$ cat src/rtl/dram_arbiter_pkg.sv
// rtl/dram_arbiter_pkg.sv - shared types and limits for the dram arbiter
package dram_arbiter_pkg;

    // Owner tag carried alongside every issued dram access so read data can be
    // routed back to the requester that issued the read.
    typedef enum logic [1:0] {
        OWN_NONE = 2'd0,
        OWN_M0   = 2'd1,
        OWN_M1   = 2'd2
    } owner_t;

    // Deepest supported dram read latency.
    localparam int RD_LAT_MAX = 4;

endpackage

$ cat src/rtl/dram_arbiter_rd_owner_pipe.sv
// rtl/dram_arbiter_rd_owner_pipe.sv - read-owner tag delay line
//
// Delays an owner tag by DEPTH cycles.
// Ports:
//   clk_i    system clock
//   rst_n_i  asynchronous active-low reset, clears every stage to OWN_NONE
//   tag_i    tag entering the pipe this cycle
//   tag_o    tag that entered DEPTH cycles ago
module rd_owner_pipe
    import dram_arbiter_pkg::*;
#(
    parameter int DEPTH = 1
) (
    input  logic   clk_i,
    input  logic   rst_n_i,
    input  owner_t tag_i,
    output owner_t tag_o
);

    owner_t stage_q [DEPTH];
    owner_t stage_d [DEPTH];

    always_comb begin
        stage_d[0] = tag_i;
        for (int i = 1; i < DEPTH; i++) begin
            stage_d[i] = stage_q[i-1];
        end
    end

    always_ff @(posedge clk_i or negedge rst_n_i) begin
        if (!rst_n_i) begin
            for (int i = 0; i < DEPTH; i++) begin
                stage_q[i] <= OWN_NONE;
            end
        end else begin
            stage_q <= stage_d;
        end
    end

    assign tag_o = stage_q[DEPTH-1];

endmodule

$ cat src/rtl/dram_arbiter.sv
// rtl/dram_arbiter.sv - fixed-priority two-port arbiter in front of a single dram port
//
// M0 (cpu data port) has priority over M1 (host debug/DMA port). One access is
// granted and issued to dram per cycle; read data returns RD_LAT cycles later
// and is steered to the requester that issued the read.
// Optional macro DRAM_ARBITER_STARVE_EN: M1 that has stalled MAX_WAIT
// consecutive cycles wins the next cycle.
// Ports:
//   clk_i, rst_n_i                      clock, asynchronous active-low reset
//   m{0,1}_req_i/we_i/addr_i/wr_data_i/byte_en_i   requester access
//   m{0,1}_gnt_o                        access accepted this cycle
//   m{0,1}_rd_valid_o/rd_data_o         read return to the owning requester
//   dram_rd_en_o/rd_addr_o              dram read command
//   dram_wr_en_o/wr_addr_o/wr_data_o/wr_byte_en_o  dram write command
//   dram_rd_data_i                      dram read data
module dram_arbiter
    import dram_arbiter_pkg::*;
#(
    parameter int XLEN     = 32,
    parameter int AW       = 32,
    parameter int RD_LAT   = 1,
    parameter int MAX_WAIT = 15
) (
    input  logic              clk_i,
    input  logic              rst_n_i,

    input  logic              m0_req_i,
    input  logic              m0_we_i,
    input  logic [AW-1:0]     m0_addr_i,
    input  logic [XLEN-1:0]   m0_wr_data_i,
    input  logic [XLEN/8-1:0] m0_byte_en_i,
    output logic              m0_gnt_o,
    output logic              m0_rd_valid_o,
    output logic [XLEN-1:0]   m0_rd_data_o,

    input  logic              m1_req_i,
    input  logic              m1_we_i,
    input  logic [AW-1:0]     m1_addr_i,
    input  logic [XLEN-1:0]   m1_wr_data_i,
    input  logic [XLEN/8-1:0] m1_byte_en_i,
    output logic              m1_gnt_o,
    output logic              m1_rd_valid_o,
    output logic [XLEN-1:0]   m1_rd_data_o,

    output logic              dram_rd_en_o,
    output logic [AW-1:0]     dram_rd_addr_o,
    output logic              dram_wr_en_o,
    output logic [AW-1:0]     dram_wr_addr_o,
    output logic [XLEN-1:0]   dram_wr_data_o,
    output logic [XLEN/8-1:0] dram_wr_byte_en_o,
    input  logic [XLEN-1:0]   dram_rd_data_i
);

    // Out-of-range latencies are clamped into 1..RD_LAT_MAX.
    localparam int PIPE_DEPTH = (RD_LAT < 1) ? 1 :
                                (RD_LAT > RD_LAT_MAX) ? RD_LAT_MAX : RD_LAT;

    logic   arb_en_q, arb_en_d;
    logic   force_m1;
    logic   any_gnt;
    logic   sel_we;
    owner_t tag_in;
    owner_t tag_out;

    // Arbitration is held off for the first cycle after reset release.
    assign arb_en_d = 1'b1;

    always_ff @(posedge clk_i or negedge rst_n_i) begin
        if (!rst_n_i) begin
            arb_en_q <= 1'b0;
        end else begin
            arb_en_q <= arb_en_d;
        end
    end

`ifdef DRAM_ARBITER_STARVE_EN
    localparam int WW = $clog2(MAX_WAIT + 1);

    logic [WW-1:0] wait_cnt_q, wait_cnt_d;

    // Counts consecutive cycles M1 asks but is not served; saturates so that
    // force_m1 stays up until M1 is actually granted or withdraws.
    always_comb begin
        wait_cnt_d = wait_cnt_q;
        if (!m1_req_i || m1_gnt_o) begin
            wait_cnt_d = '0;
        end else if (wait_cnt_q != WW'(MAX_WAIT)) begin
            wait_cnt_d = wait_cnt_q + WW'(1);
        end
    end

    always_ff @(posedge clk_i or negedge rst_n_i) begin
        if (!rst_n_i) begin
            wait_cnt_q <= '0;
        end else begin
            wait_cnt_q <= wait_cnt_d;
        end
    end

    assign force_m1 = (wait_cnt_q == WW'(MAX_WAIT));
`else
    assign force_m1 = 1'b0;
`endif

    assign m0_gnt_o = arb_en_q & m0_req_i & ~force_m1;
    assign m1_gnt_o = arb_en_q & m1_req_i & (~m0_req_i | force_m1);
    assign any_gnt  = m0_gnt_o | m1_gnt_o;
    assign sel_we   = m0_gnt_o ? m0_we_i : m1_we_i;

    always_comb begin
        dram_rd_en_o      = 1'b0;
        dram_rd_addr_o    = '0;
        dram_wr_en_o      = 1'b0;
        dram_wr_addr_o    = '0;
        dram_wr_data_o    = '0;
        dram_wr_byte_en_o = '0;
        tag_in            = OWN_NONE;
        if (any_gnt) begin
            if (sel_we) begin
                dram_wr_en_o      = 1'b1;
                dram_wr_addr_o    = m0_gnt_o ? m0_addr_i    : m1_addr_i;
                dram_wr_data_o    = m0_gnt_o ? m0_wr_data_i : m1_wr_data_i;
                dram_wr_byte_en_o = m0_gnt_o ? m0_byte_en_i : m1_byte_en_i;
            end else begin
                dram_rd_en_o   = 1'b1;
                dram_rd_addr_o = m0_gnt_o ? m0_addr_i : m1_addr_i;
                tag_in         = m0_gnt_o ? OWN_M0 : OWN_M1;
            end
        end
    end

    rd_owner_pipe #(
        .DEPTH (PIPE_DEPTH)
    ) u_rd_owner_pipe (
        .clk_i   (clk_i),
        .rst_n_i (rst_n_i),
        .tag_i   (tag_in),
        .tag_o   (tag_out)
    );

    assign m0_rd_valid_o = arb_en_q & (tag_out == OWN_M0);
    assign m1_rd_valid_o = arb_en_q & (tag_out == OWN_M1);
    assign m0_rd_data_o  = m0_rd_valid_o ? dram_rd_data_i : '0;
    assign m1_rd_data_o  = m1_rd_valid_o ? dram_rd_data_i : '0;

    a_one_gnt: assert property (@(posedge clk_i) disable iff (!rst_n_i)
        !(m0_gnt_o && m1_gnt_o));
    a_one_cmd: assert property (@(posedge clk_i) disable iff (!rst_n_i)
        !(dram_rd_en_o && dram_wr_en_o));

endmodule

$ cat config.mk
export PLATFORM = sky130hd
export DESIGN_NAME = dram_arbiter
export DESIGN_NICKNAME = d
export VERILOG_FILES = /design/src/rtl/dram_arbiter_pkg.sv /design/src/rtl/dram_arbiter_rd_owner_pipe.sv /design/src/rtl/dram_arbiter.sv
export SDC_FILE = /design/constraint.sdc
export NUM_CORES = 1
export LEC_CHECK = 0
export ABC_CLOCK_PERIOD_IN_PS = 1500
export BUFFER_PORTS_ARGS = -buffer_cell sky130_fd_sc_hd__clkbuf_2
export CORE_AREA = 2 2 135 137
export DETAILED_ROUTE_END_ITERATION = 6
export DIE_AREA = 0 0 137 139
export PLACE_DENSITY_LB_ADDON = 0.2
export SYNTH_ARGS = -nofsm -noshare
export SYNTH_HDL_FRONTEND = slang
export SYNTH_SLANG_ARGS = --single-unit
$ cat constraint.sdc
create_clock -name clk_i -period 1.5 [get_ports clk_i]
set_input_delay 0.15 -clock clk_i [delete_from_list [all_inputs] [get_ports clk_i]]
set_output_delay 0.15 -clock clk_i [all_outputs]
set_load 0.02 [all_outputs]
==> results_dict.tcl <==
set metrics [dict create \
    fill_cells 1801 \
    cts_tree "yes" \
    htreeDepth 1 \
    dp_hpwl_mm 10.1 \
    r2r_cells 4 \
    synth-xor-area-share 0 \
    leakage_nw 3.07 \
    synth_top_family_by_area "compound AO/OA/AOI/OAI gates" \
    drc 0 \
    core_region_area_um2 17700 \
    yosysWarningCount 0 \
    grt_max_degree 34 \
    power_density_nw_per_um2 324 \
    grt_pass1_vias 3723 \
    viasPerCell 4.31 \
    die_h_um 139 \
    design_area_um2 6290 \
    drv_cap 0 \
    routedWlPerCell_um 17.0 \
    finalCoreUtilization 0.356 \
    worstSetupStartpointType "register" \
    comb_power_share 0.751 \
    grt_overflow 0 \
    nets 827 \
    power.total_mw 2.04 \
    die_area_um2 19000 \
    layout.cells.non_filler 881 \
    start_util 0.129 \
    track_usage 0.132 \
    first_iter_violations 64 \
    p_int_mw 1.19 \
    cts.sinks 3 \
    syn_to_final_growth_pct 177 \
    fin_crit_ns 1.61 \
    post_route_cells_drive_above_1_share 0.807 \
    ys_seq_area_frac 0.0330 \
    num_rows 49 \
    antenna_cells 0 \
    syn-num-nets 468 \
    synth-adder-area-share 0 \
    power_switching_mw 0.853 \
    status "finished, violations left" \
    setup_viol 107 \
    finalCritPeriodShare 1.08 \
    multi_input_area_um2 2580 \
    p_clk_frac 0.206 \
    synth_top_area_share 0.299 \
    synth_area_um2 2270 \
    crit_type "reg -> out" \
    p_seq_frac 0.043 \
    dr_total_vias 3799 \
    dr.pass1.iters 4 \
    clockRootBuffer "clkbuf_16" \
    worstPathArrival_ns 1.46 \
    clock_skew_ns 0.00128 \
    setup_slack_ns -0.114 \
    avgSynthCellArea_um2 7.74 \
    synth-compound-area-share 0.356 \
    dieWidth_um 137 \
    dp.cells 857 \
    ys_seq_elements 3 \
    drv_slew 0 \
    switching_share 0.418 \
    min_path_cells 2 \
    io_pins 344 \
    placed_area_um2 4470 \
    fin_hold_ws_ns 0.195 \
    rsz0062_at_grt "true" \
    io_buffers 343 \
    yosys-top-cells-area "mux2i_1 30%, and2_1 18%, a211oi_2 16%" \
    synth-simple-area-share 0.214 \
    violations "negative setup slack" \
    antenna_found_initial 0 \
    path_clk_slew_ns 0.03 \
    synth.mux.area_fraction 0.299 \
    antenna_left 0 \
    wirelength_mm 15.0 \
    yosys.cell_types.count 24 \
    hold_violations 0 \
    finalWeightedCongestion 0.754 \
    ir_worst_vdd_mv 0.252 \
    syn_inst 294 \
    grt_first_pass_wirelength_mm 19.9 \
    cp-end-kind "output port" \
    critPathRequiredTime_ns 1.35 \
    max_freq_mhz 619 \
    cts_made_buffers 3 \
    clk_latency_ns 0.22 \
    critPathMaxFanout 18 \
    register_area_um2 76.3 \
    yosysTopAreaCell "mux2i_1" \
    hold_class "in -> reg" \
    clk_path_buf_depth 2 \
]
final timing paths:
check	startpoint	end	slack [ns]
max in group asynchronous	rst_n_i	arb_en_q	1.10
max reg2reg	arb_en_q	u_rd_owner_pipe.tag_o[1]	0.56
min	m0_we_i	u_rd_owner_pipe.tag_o[0]	0.19
max	arb_en_q	m1_rd_data_o[31]	-0.11
min in group asynchronous	rst_n_i	arb_en_q	0.28
min reg2reg	arb_en_q	u_rd_owner_pipe.tag_o[0]	0.75
layout by cell type, fill, tap and decap left out, types with 14 or more instances in the layout:
cell type,count
and2_1,33
clkbuf_2,185
buf_2,18
buf_4,88
a211oi_2,51
buf_12,14
buf_8,27
and2_4,32
mux2i_1,67
a21oi_4,32
buf_6,49
layout make-up:
cell class,instances,area share
Clock buffer,4,0.0125
Inverter,1,0.00179
Multi-Input combinational cell,248,0.410
Sequential cell,3,0.0121
Tap cell,229,0.0455
Timing Repair Buffer,396,0.518
cells by family (layout without fill, tap and decap cells):
| logic type | Yosys count | in the layout |
|---|---|---|
| compound gates | 101 | 101 |
| buf+inv | 43 | 401 |
| flops | 3 | 3 |
| mux | 68 | 68 |
| other cells | 1 | 1 |
| simple gates | 78 | 78 |
synth_stat cells (all sizes together):
library cell  instances
mux2i                68
inv                   1
nand3b                1
nand3                 1
nand2                 3
or3b                  1
and3b                 2
nand4b                1
nor3                  1
clkbuf               19
conb                  1
and2                 65
a21oi                37
a211oi               64
buf                  23
dfrtp                 3
nor2                  1
nand2b                1
nor2b                 1
worst max-delay path: stages (launching register included):
cell     delay [ns]
dfrtp_2        0.43
and3b_2        0.22
buf_12         0.15
buf_4          0.14
and2_1         0.14
buf_2          0.15
metrics by stage:
stage	TNS (ns)	setup slack [ns]
6_report	-4.96	-0.114
5_1_grt	-14.54	-0.173
4_1_cts	-7.87	-0.130
3_5_place_dp	-2.43	-0.107
3_3_place_gp	-2.15	-0.0997
2_1_floorplan	-1.50	-0.0313
routing by layer:
layer,vias to the layer above,global-route usage,wire [um]
li1,1814,-,-
met1,1756,0.134,5140
met2,219,0.279,8560
met3,10,0.0179,1150
met4,0,0.0244,125
met5,-,0,0
flip-flops by register name (all words and copies together), names as in the netlist:
register               flops
arb_en_q                   1
u_rd_owner_pipe.tag_o      2
power by group through the flow:
stage                     logic [mW]  registers [mW]  clock network, mW
final                           1.53          0.0877              0.420
after global routing            1.63          0.0888              0.434
after CTS                       1.33          0.0880              0.427
after detailed placement        1.11          0.0891                  0
after global placement          1.12          0.0892                  0
after floorplan                0.594          0.0862                  0
what timing repair did:
action / in CTS / in global routing
pin swaps: 18 / 51
setup endpoints to repair: 165 / 166
hold endpoints to repair: 3 / 0
gates resized for setup: 168 / 347
hold buffers: 1 / 0
setup buffers: 6 / 0
cloned: 7 / 7
No activity file was read; power rests on OpenSTA's default activity.
